### src/rtl/uart_pkg.sv
// Shared types and helpers for the parametrised UART transmitter.
package uart_pkg;

    typedef enum logic [1:0] {
        NONE  = 2'd0,
        EVEN  = 2'd1,
        ODD   = 2'd2,
        NONE3 = 2'd3
    } parity_t;

    typedef enum logic [2:0] {
        IDLE,
        START,
        DATA,
        PARITY,
        STOP
    } tx_state_t;

    // Clock cycles per bit, rounded to the nearest integer.
    function automatic int calc_div(input int clk_hz, input int baud);
        return (clk_hz + baud / 2) / baud;
    endfunction

endpackage

### src/rtl/uart_baud_tick.sv
// Bit-time divider: while running, pulses tick on the last cycle of every DIV-cycle bit.
module uart_baud_tick #(
    parameter int DIV = 434
) (
    input  logic clk,
    input  logic rst_n,
    input  logic clear,
    input  logic run,
    output logic tick
);

    localparam int CW = (DIV > 1) ? $clog2(DIV) : 1;
    localparam logic [CW-1:0] LAST = CW'(DIV - 1);

    logic [CW-1:0] cnt_q, cnt_d;

    // NOTE: combinational blocks assign every output first so no path leaves a latch.
    always_comb begin
        cnt_d = cnt_q;
        if (clear) begin
            cnt_d = '0;
        end else if (run) begin
            cnt_d = (cnt_q == LAST) ? '0 : cnt_q + CW'(1);
        end
    end

    // NOTE: sequential state updates use non-blocking assignments only.
    always_ff @(posedge clk or negedge rst_n) begin
        if (!rst_n) begin
            cnt_q <= '0;
        end else begin
            cnt_q <= cnt_d;
        end
    end

    assign tick = run && (cnt_q == LAST);

endmodule

### src/rtl/uart_tx_param.sv
// UART transmitter: input FIFO feeding a start/data/parity/stop serialiser with registered txd.
module uart_tx_param
    import uart_pkg::*;
#(
    parameter int CLK_HZ     = 50_000_000,
    parameter int BAUD       = 115_200,
    parameter int DATA_BITS  = 8,
    parameter int FIFO_DEPTH = 4
) (
    input  logic                          clk,
    input  logic                          rst_n,
    input  logic [1:0]                    parity_mode,
    input  logic                          stop2,
    input  logic                          in_valid,
    input  logic [DATA_BITS-1:0]          in_data,
    output logic                          in_ready,
    output logic                          txd,
    output logic                          busy,
    output logic [$clog2(FIFO_DEPTH):0]   fifo_level
);

    localparam int DIV = calc_div(CLK_HZ, BAUD);
    localparam int AW  = $clog2(FIFO_DEPTH);
    localparam int LW  = AW + 1;
    localparam int BW  = $clog2(DATA_BITS);

    generate
        if (DIV < 2) begin : g_bad_div
            $error("uart_tx_param: CLK_HZ/BAUD gives a divider below 2");
        end
        if (DATA_BITS < 5 || DATA_BITS > 9) begin : g_bad_width
            $error("uart_tx_param: DATA_BITS must be 5..9");
        end
        if (FIFO_DEPTH < 2 || (FIFO_DEPTH & (FIFO_DEPTH - 1)) != 0) begin : g_bad_depth
            $error("uart_tx_param: FIFO_DEPTH must be a power of two >= 2");
        end
    endgenerate

    // ---------------- input FIFO ----------------
    logic [DATA_BITS-1:0] mem_q [FIFO_DEPTH];
    logic [AW-1:0]        wr_ptr_q, rd_ptr_q;
    logic [LW-1:0]        level_q;
    logic                 push, pop;
    logic [DATA_BITS-1:0] head;

    assign in_ready = (level_q != LW'(FIFO_DEPTH));
    assign push     = in_valid && in_ready;
    assign head     = mem_q[rd_ptr_q];

    // NOTE: storage is not reset; pointers and level alone decide which entries are valid.
    always_ff @(posedge clk) begin
        if (push) begin
            mem_q[wr_ptr_q] <= in_data;
        end
    end

    always_ff @(posedge clk or negedge rst_n) begin
        if (!rst_n) begin
            wr_ptr_q <= '0;
            rd_ptr_q <= '0;
            level_q  <= '0;
        end else begin
            if (push) wr_ptr_q <= wr_ptr_q + AW'(1);
            if (pop)  rd_ptr_q <= rd_ptr_q + AW'(1);
            case ({push, pop})
                2'b10:   level_q <= level_q + LW'(1);
                2'b01:   level_q <= level_q - LW'(1);
                default: level_q <= level_q;
            endcase
        end
    end

    // ---------------- serialiser ----------------
    tx_state_t            state_q, state_d;
    logic [DATA_BITS-1:0] shift_q, shift_d;
    logic [BW-1:0]        bit_q, bit_d;
    logic                 par_q, par_d;
    logic                 has_par_q, has_par_d;
    logic                 stop2_q, stop2_d;
    logic                 txd_q, txd_d;
    logic                 tick;
    parity_t              pmode;

    assign pmode = parity_t'(parity_mode);

    uart_baud_tick #(.DIV(DIV)) u_baud (
        .clk   (clk),
        .rst_n (rst_n),
        .clear (pop),
        .run   (state_q != IDLE),
        .tick  (tick)
    );

    always_comb begin
        state_d   = state_q;
        shift_d   = shift_q;
        bit_d     = bit_q;
        par_d     = par_q;
        has_par_d = has_par_q;
        stop2_d   = stop2_q;
        pop       = 1'b0;

        unique case (state_q)
            IDLE: begin
                if (level_q != '0) pop = 1'b1;
            end
            START: begin
                if (tick) state_d = DATA;
            end
            DATA: begin
                if (tick) begin
                    shift_d = shift_q >> 1;
                    if (bit_q == BW'(DATA_BITS - 1)) begin
                        bit_d   = '0;
                        state_d = has_par_q ? PARITY : STOP;
                    end else begin
                        bit_d = bit_q + BW'(1);
                    end
                end
            end
            PARITY: begin
                if (tick) state_d = STOP;
            end
            STOP: begin
                // bit_q doubles as the stop-bit index; the last one ends the frame.
                if (tick) begin
                    if (bit_q == BW'(stop2_q)) begin
                        bit_d = '0;
                        if (level_q != '0) pop = 1'b1;
                        else               state_d = IDLE;
                    end else begin
                        bit_d = bit_q + BW'(1);
                    end
                end
            end
            default: state_d = IDLE;
        endcase

        // Popping loads the next frame and freezes its line configuration.
        if (pop) begin
            shift_d   = head;
            par_d     = (^head) ^ (pmode == ODD);
            has_par_d = (pmode == EVEN) || (pmode == ODD);
            stop2_d   = stop2;
            bit_d     = '0;
            state_d   = START;
        end
    end

    always_comb begin
        txd_d = 1'b1;
        case (state_q)
            START:   txd_d = 1'b0;
            DATA:    txd_d = shift_q[0];
            PARITY:  txd_d = par_q;
            default: txd_d = 1'b1;
        endcase
    end

    always_ff @(posedge clk or negedge rst_n) begin
        if (!rst_n) begin
            state_q   <= IDLE;
            shift_q   <= '0;
            bit_q     <= '0;
            par_q     <= 1'b0;
            has_par_q <= 1'b0;
            stop2_q   <= 1'b0;
            txd_q     <= 1'b1;
        end else begin
            state_q   <= state_d;
            shift_q   <= shift_d;
            bit_q     <= bit_d;
            par_q     <= par_d;
            has_par_q <= has_par_d;
            stop2_q   <= stop2_d;
            txd_q     <= txd_d;
        end
    end

    assign txd        = txd_q;
    assign busy       = (state_q != IDLE) || (level_q != '0);
    assign fifo_level = level_q;

endmodule

### config.mk
export PLATFORM = sky130hd
export DESIGN_NAME = uart_tx_param
export DESIGN_NICKNAME = d
export VERILOG_FILES = /design/src/rtl/uart_pkg.sv /design/src/rtl/uart_baud_tick.sv /design/src/rtl/uart_tx_param.sv
export SDC_FILE = /design/constraint.sdc
export NUM_CORES = 1
export LEC_CHECK = 0
export ABC_CLOCK_PERIOD_IN_PS = 2600
export BUFFER_PORTS_ARGS = -buffer_cell sky130_fd_sc_hd__buf_2
export CAP_MARGIN = 30
export CORE_MARGIN = 2
export CORE_UTILIZATION = 40
export CTS_BUF_LIST = sky130_fd_sc_hd__clkbuf_8
export DETAILED_ROUTE_END_ITERATION = 16
export SYNTH_ARGS = -nofsm -noshare
export SYNTH_HDL_FRONTEND = slang
export SYNTH_SLANG_ARGS = --single-unit
### constraint.sdc
create_clock -name clk -period 2.6 [get_ports clk]
set_clock_uncertainty 0.2 [all_clocks]
set_input_delay 0.26 -clock clk [delete_from_list [all_inputs] [get_ports clk]]
set_output_delay 0.26 -clock clk [all_outputs]
set_load 0.05 [all_outputs]
==> insert_results.sql, run 1 <==
INSERT INTO impl_metrics (metric_group, metric, value, unit) VALUES
('critical_path', 'regToRegSetupSlack', '50', 'ps'),
('grt', 'first_global_vias', '2046', ''),
('cells_and_area', 'layout.cells.most_common', 'sky130_fd_sc_hd__edfxtp_1', ''),
('outcome', 'run_status', 'completed', ''),
('sta', 'fin_crit_sh', '98.22', '%'),
('critical_path', 'worst_setup_path_endpoint', 'fifo_level[2]', ''),
('route', 'initialDrtViolationCount', '71', ''),
('synthesis', 'syn-num-nets', '272', ''),
('sta', 'fmaxAchievable', '391.6', 'MHz'),
('grt', 'grt_util_all_layers', '15.37', '%'),
('synthesis', 'post_synth_main_area_contributors', 'sky130_fd_sc_hd__edfxtp_1 (30%), sky130_fd_sc_hd__dfrtp_1 (26%), sky130_fd_sc_hd__mux2_2 (4.9%)', ''),
('route', 'route.detailed.wl_per_inst', '15.08', 'um'),
('route', 'detail_route.wirelength', '6.092', 'mm'),
('critical_path', 'type_of_element_launching_the_critical_path', 'flop', ''),
('power_and_ir_drop', 'design_power_total', '0.004670', 'W'),
('route', 'drc_errors', '0', ''),
('hold_path', 'worstHoldStart', 'parity_mode[1]', ''),
('die', 'core', '7727', 'um2'),
('clock_network', 'numClockSinks', '66', ''),
('sta', 'relSlewSlack', '48.37', '%'),
('sta', 'layout_min_cycle_time', '2554', 'ps'),
('synthesis', 'async_reset_ff_share', '51.52', '%'),
('synthesis', 'synth_top_cell_area_share', '29.99', '%'),
('sta', 'tightest_slew', '774.5', 'ps'),
('clock_network', 'ctsHtreeMaxLevel', '3', ''),
('cells_and_area', 'flow.area_growth_from_synthesis', '20.62', '%'),
('synthesis', 'edff_count_synth', '32', ''),
('power_and_ir_drop', 'irDropWorstVdd', '0.0005847', 'V'),
('die', 'io_pins', '20', ''),
('critical_path', 'crit_path_end_kind', 'flop', ''),
('route', 'initial_drt_pass_iterations', '4', ''),
('critical_path', 'path_class', 'reg2reg', ''),
('synthesis', 'ys_warn_count', '0', ''),
('sta', 'holdWs', '53.27', 'ps'),
('critical_path', 'worstPathCellList', 'inv_2 > ha_4 > and4b_1 > nand4_1 > a21o_4 > inv_4 > ha_4 > inv_2 > fa_2 > xor2_1 > nor2_1 > xor2_1', ''),
('sta', 'finalHoldViolations', '0', ''),
('synthesis', 'netlist_instances', '247', ''),
('route', 'via_per_inst', '5.082', ''),
('die', 'die-area', '8743', 'um2'),
('clock_network', 'tritoncts.num_buffers', '9', ''),
('placed_design', 'numPortBuffers', '19', ''),
('cells_and_area', 'count_of_filler_cells_inserted_in_the_layout', '685', ''),
('critical_path', 'critical-path-slowest-cell', 'sky130_fd_sc_hd__dfrtp_1', ''),
('clock_network', 'cts.reportedPaths.clkPinSlew', '80', 'ps'),
('synthesis', 'netlist_area', '3204', 'um2'),
('sta', 'setup-tns-final', '0', 'ps'),
('synthesis', 'netlist-cell-type-count', '52', ''),
('die', 'initial_core_util', '41.47', '%'),
('cells_and_area', 'post_route_cells_drive_above_1_share', '28.48', '%'),
('cells_and_area', 'finish.net_count', '322', ''),
('clock_network', 'cts.root.buffer_cell', 'sky130_fd_sc_hd__clkbuf_8', ''),
('critical_path', 'critical-path-max-stage-delay', '400', 'ps'),
('grt', 'global_route.overflow_total', '0', ''),
('grt', 'grt_antenna_before_repair', '0', ''),
('run', 'maxCapViolCount', '0', ''),
('synthesis', 'yosysTopAreaCell', 'sky130_fd_sc_hd__edfxtp_1', ''),
('synthesis', 'synth_seq_cells', '66', ''),
('die', 'die_height', '93.51', 'um'),
('grt', 'grt_max_degree', '35', ''),
('route', 'dr_wl_met3', '174', 'um'),
('route', 'route.layer.met1.wl', '2.900', 'mm'),
('route', 'ant_nets', '0', ''),
('critical_path', 'worstPathRequired', '2650', 'ps'),
('clock_network', 'clockBufferDepth', '2', ''),
('critical_path', 'critical_path.reg2reg.endpoint', 'fifo_level[2]', ''),
('route', 'vias', '2053', ''),
('die', 'die_width', '93.51', 'um'),
('power_and_ir_drop', 'power_density', '1208', 'nW/um2'),
('sta', 'maxSlewViolCount', '0', ''),
('sta', 'setup_viol_count_final', '0', ''),
('cells_and_area', 'multi_input_combinational_cell_area', '1331', 'um2');
sequential cells by signal (all words and copies together), names as in the netlist, 2 cells and up:
register / count
u_baud.cnt_q: 9
bit_q: 3
shift_q: 8
state_q: 3
rd_ptr_q: 2
wr_ptr_q: 2
fifo_level: 3
mem_q: 32
stage by stage:
stage          cells  worst slack (ps)
4_1_cts          402             17.18
5_1_grt          404            -77.27
3_5_place_dp     372             10.57
2_1_floorplan    247             40.87
3_3_place_gp     372             120.9
6_report         404             46.40
cell usage after synthesis, types with 2 or more instances:
cell type,number
sky130_fd_sc_hd__mux2i_1,5
sky130_fd_sc_hd__nand3_1,5
sky130_fd_sc_hd__dfrtp_1,33
sky130_fd_sc_hd__ha_1,10
sky130_fd_sc_hd__a21oi_1,6
sky130_fd_sc_hd__mux2_2,14
sky130_fd_sc_hd__nand2_1,21
sky130_fd_sc_hd__edfxtp_1,32
sky130_fd_sc_hd__inv_1,14
sky130_fd_sc_hd__and3_1,10
sky130_fd_sc_hd__mux4_2,4
sky130_fd_sc_hd__buf_6,2
sky130_fd_sc_hd__clkbuf_1,3
sky130_fd_sc_hd__o21ai_0,23
sky130_fd_sc_hd__mux4_1,4
sky130_fd_sc_hd__nor2_1,15
sky130_fd_sc_hd__xor2_1,4
sky130_fd_sc_hd__xnor2_1,8
how the worst min path moves through the flow:
stage / cells after the start / slack (ps) / endpoint
6_report: 3 / 50 / has_par_q
5_1_grt: 3 / 60 / has_par_q
4_1_cts: 3 / 50 / has_par_q
3_5_place_dp: 1 / 190 / u_baud.cnt_q[7]
3_3_place_gp: 1 / 190 / u_baud.cnt_q[8]
2_1_floorplan: 0 / -240 / bit_q[0]
report_power, final:
part / switching (W) / leakage, nW / total, W / internal [W]
Clock: 0.000443 / 0.107 / 0.000905 / 0.000463
Combinational: 0.00106 / 0.786 / 0.00207 / 0.00101
Sequential: 0.000251 / 0.715 / 0.00170 / 0.00144
worst max-delay path, delay by kind of cell, from the launching register on:
family	cells	cell delay (ps)
XOR/XNOR	2	350
buffers and inverters	3	180
AND/OR/NAND/NOR	3	520
adder cells (fa/ha/maj)	3	580
AO/OA/AOI/OAI	1	250
flip-flops	1	400
layout make-up:
| type | instances | area share, % |
|---|---|---|
| Clock buffer | 9 | 3.205 |
| Clock inverter | 7 | 2.201 |
| Inverter | 15 | 1.522 |
| Multi-Input combinational cell | 159 | 34.44 |
| Sequential cell | 66 | 46.97 |
| Tap cell | 102 | 3.302 |
| Timing Repair Buffer | 46 | 8.352 |
routing by layer:
layer	up-vias	track usage (%)
met1	1000	20.22
met3	10	2.981
li1	1009	-
met2	34	24.04
met4	0	8.211
met5	-	0
kinds of logic (layout without fill, tap and decap cells):
kind of cell / after synthesis / in the layout / synth area share [%]
adder cells (fa/ha/maj): 11 / 11 / 4.530
AO/OA/AOI/OAI: 44 / 44 / 8.669
flip-flops: 66 / 66 / 56.58
XOR/XNOR: 14 / 14 / 4.490
buffers and inverters: 22 / 77 / 3.123
AND/OR/NAND/NOR: 63 / 63 / 10.04
multiplexers: 27 / 27 / 12.57
repair_timing:
action,4_1_cts,5_1_grt
hold endpoints to repair,66,0
buffers inserted,4,2
resized for setup,0,5
endpoints found under the setup margin,1,1
pin swaps,4,3
hold buffers,10,0
Note: power is estimated with default switching activity, not from simulation.
==> inputs of run 2 (changes only) <==
==> constraint.sdc (replaced) <==
create_clock -name clk -period 2.6 [get_ports clk]
set_clock_uncertainty 0.2 [all_clocks]
set_input_delay 0.52 -clock clk [delete_from_list [all_inputs] [get_ports clk]]
set_output_delay 0.52 -clock clk [all_outputs]
set_load 0.05 [all_outputs]
==> run 2 against run 1 <==
  * Die area stayed put
  * Sequential share of layout area up 1.4 points
  * Hold slack got worse by 13 ps
  * Count of clock-buffer cells in the layout stayed put
  * Non-clock buffer count fell by 9
  * Routed wire length down 4.4%
  * Design area down 2.8%
  * Power is 1.9% lower
  * Sequential cell count is the same
  * Sequential power about the same
  * Register-to-register slack better by 30 ps
  * First-iteration DRC count rose by 69%
  * Largest cell class unchanged
  * Largest power group unchanged
==> insert_results.sql, run 2 (synthesis gave the netlist of run 1 again) <==
INSERT INTO impl_metrics (metric_group, metric, value, unit) VALUES
('clock_network', 'cts_tree', 'yes', ''),
('grt', 'grt_util_all_layers', '14.85', '%'),
('route', 'initial_drt_pass_iterations', '4', ''),
('critical_path', 'regToRegSetupSlack', '80', 'ps'),
('route', 'ant_nets', '0', ''),
('die', 'initial_core_util', '41.47', '%'),
('grt', 'grt_max_degree', '35', ''),
('power_and_ir_drop', 'total_leakage_power', '1.563', 'nW'),
('die', 'die-area', '8743', 'um2'),
('power_and_ir_drop', 'design_power_total', '0.004582', 'W'),
('grt', 'global_route.overflow_total', '0', ''),
('outcome', 'run_status', 'completed', ''),
('sta', 'fin_crit_sh', '96.98', '%'),
('route', 'vias', '2035', ''),
('critical_path', 'type_of_element_launching_the_critical_path', 'flop', ''),
('placed_design', 'place_hpwl', '4.169', 'mm'),
('cells_and_area', 'largest_reg_flops', '32', ''),
('route', 'via_per_inst', '5.152', ''),
('placed_design', 'weighted_congestion_reported_at_the_end_of_routability_driven_placement', '0.8343', ''),
('sta', 'finalHoldViolations', '0', ''),
('critical_path', 'crit_fanout', '3', ''),
('critical_path', 'cp_top_family', 'adder cells', ''),
('grt', 'grt_first_pass_wirelength', '9.894', 'mm'),
('cells_and_area', 'post_route_cells_drive_above_1_share', '29.35', '%'),
('cells_and_area', 'flow.area_growth_from_synthesis', '17.22', '%'),
('sta', 'maxSlewViolCount', '0', ''),
('sta', 'relSlewSlack', '48.50', '%'),
('critical_path', 'cp.arrival', '2590', 'ps'),
('clock_network', 'insertion_delay', '340', 'ps'),
('die', 'die_height', '93.51', 'um'),
('clock_network', 'hold_buffers', '0', ''),
('clock_network', 'cts.reportedPaths.clkPinSlew', '70', 'ps'),
('die', 'io_pins', '20', ''),
('grt', 'first_global_vias', '2002', ''),
('clock_network', 'cts.root.buffer_cell', 'sky130_fd_sc_hd__clkbuf_8', ''),
('critical_path', 'critical-path-slowest-cell', 'sky130_fd_sc_hd__dfrtp_1', ''),
('run', 'maxCapViolCount', '0', ''),
('clock_network', 'clockBufferDepth', '2', ''),
('cells_and_area', 'final_cell_mix', 'sky130_fd_sc_hd__edfxtp_1 (32), sky130_fd_sc_hd__dfrtp_1 (31), sky130_fd_sc_hd__o21ai_0 (23), sky130_fd_sc_hd__nand2_1 (21), sky130_fd_sc_hd__buf_2 (19)', ''),
('die', 'core', '7727', 'um2'),
('critical_path', 'worstPathRequired', '2660', 'ps'),
('hold_path', 'worstHoldPathType', 'in2async', ''),
('sta', 'setup_viol_count_final', '0', ''),
('grt', 'grt_antenna_before_repair', '0', ''),
('placed_design', 'numPortBuffers', '19', ''),
('cells_and_area', 'finish.utilization', '48.61', '%'),
('clock_network', 'tritoncts.num_buffers', '9', ''),
('critical_path', 'crit_path_end_kind', 'flop', ''),
('cells_and_area', 'layout.cells.most_common', 'sky130_fd_sc_hd__edfxtp_1', ''),
('cells_and_area', 'number_of_inserted_diodes', '0', ''),
('critical_path', 'critical-path-max-stage-delay', '400', 'ps'),
('critical_path', 'crit_buf_inv', '3', ''),
('sta', 'grt_setup_unrepaired', 'true', ''),
('route', 'initialDrtViolationCount', '120', ''),
('critical_path', 'worstPathCellList', 'inv_2 > ha_4 > and4b_1 > nand4_1 > a21o_4 > inv_4 > ha_4 > inv_2 > fa_2 > xor2_1 > nor2_1 > xor2_1', ''),
('cells_and_area', 'reg_top3', 'mem_q: 32 flops, u_baud.cnt_q: 9 flops, shift_q: 8 flops', ''),
('power_and_ir_drop', 'irDropWorstVdd', '0.0004810', 'V'),
('die', 'std_cell_rows', '32', ''),
('die', 'die_width', '93.51', 'um'),
('route', 'detail_route.wirelength', '5.823', 'mm'),
('route', 'route.detailed.wl_per_inst', '14.74', 'um'),
('power_and_ir_drop', 'power_density', '1220', 'nW/um2'),
('sta', 'tightest_slew', '772.5', 'ps'),
('clock_network', 'ctsHtreeMaxLevel', '3', ''),
('critical_path', 'path_class', 'reg2reg', ''),
('sta', 'layout_min_cycle_time', '2521', 'ps'),
('route', 'drc_errors', '0', ''),
('sta', 'fmaxAchievable', '396.6', 'MHz'),
('clock_network', 'numClockSinks', '66', ''),
('cells_and_area', 'max_flop_register', 'mem_q', ''),
('cells_and_area', 'finish.net_count', '313', '');
==> run 2: cell types whose count changed in the layout (fill, tap and decap cells not counted) <==
| cell | change |
|---|---|
| sky130_fd_sc_hd__clkinv_4 | -1 |
| sky130_fd_sc_hd__clkinv_1 | +1 |
| sky130_fd_sc_hd__dlygate4sd3_1 | -10 |
| sky130_fd_sc_hd__inv_8 | -1 |
| sky130_fd_sc_hd__clkinvlp_4 | +1 |
| sky130_fd_sc_hd__inv_6 | -2 |
| sky130_fd_sc_hd__clkinv_2 | +2 |
| sky130_fd_sc_hd__buf_4 | +1 |
==> run 2: what timing repair did <==
| action | CTS | global route |
|---|---|---|
| pin swaps | 1 | 5 |
| setup endpoints to repair | 1 | 7 |
| gates resized for setup | 0 | 5 |
| setup buffers | 1 | 4 |
==> run 2: area by class of cell <==
class                           count  area (um2)
Clock inverter                      7       68.82
Clock buffer                        9       123.9
Multi-Input combinational cell    159        1331
Sequential cell                    66        1815
Tap cell                          102       127.6
Timing Repair Buffer               37       230.2
Inverter                           15       58.81
Fill cell                         686        3971
==> run 2: per-stage QoR <==
stage               hold WS (ps)  setup TNS, ps  setup slack (ps)  instance area, um2  cells
floorplan                  24.41              0             40.87                3236    247
global placement           287.8              0             123.4                3512    374
detailed placement         284.7         -7.848            -7.848                3512    374
CTS                        74.91              0             7.412                3712    391
global route               114.6         -86.78            -86.78                3756    395
finish                     40.77              0             78.56                3756    395
==> run 2: path summary, 6_finish.rpt <==
check / cells past startpoint / start / endpoint
worst max-delay path: 12 / u_baud.cnt_q[1] / fifo_level[2]
worst min-delay path: 1 / rst_n / u_baud.cnt_q[7]
worst max register to register: 12 / u_baud.cnt_q[1] / fifo_level[2]
worst min register to register: 2 / par_q / par_q
max in group asynchronous: 1 / rst_n / fifo_level[2]
min in group clk: 3 / stop2 / stop2_q
==> run 2: per-layer routing <==
layer | vias up | wire length [um] | global-route usage [%]
met5 | - | 0 | 0
met4 | 0 | 63 | 4.779
met3 | 8 | 198 | 4.351
met2 | 32 | 2813 | 22.84
met1 | 1008 | 2747 | 20.29
li1 | 987 | - | -
==> run 2: report_power, final <==
part / internal, W / total, W / switching (W)
Clock: 0.000441 / 0.000843 / 0.000403
Sequential: 0.00144 / 0.00169 / 0.000250
Combinational: 0.00100 / 0.00204 / 0.00104
Total: 0.00289 / 0.00458 / 0.00170
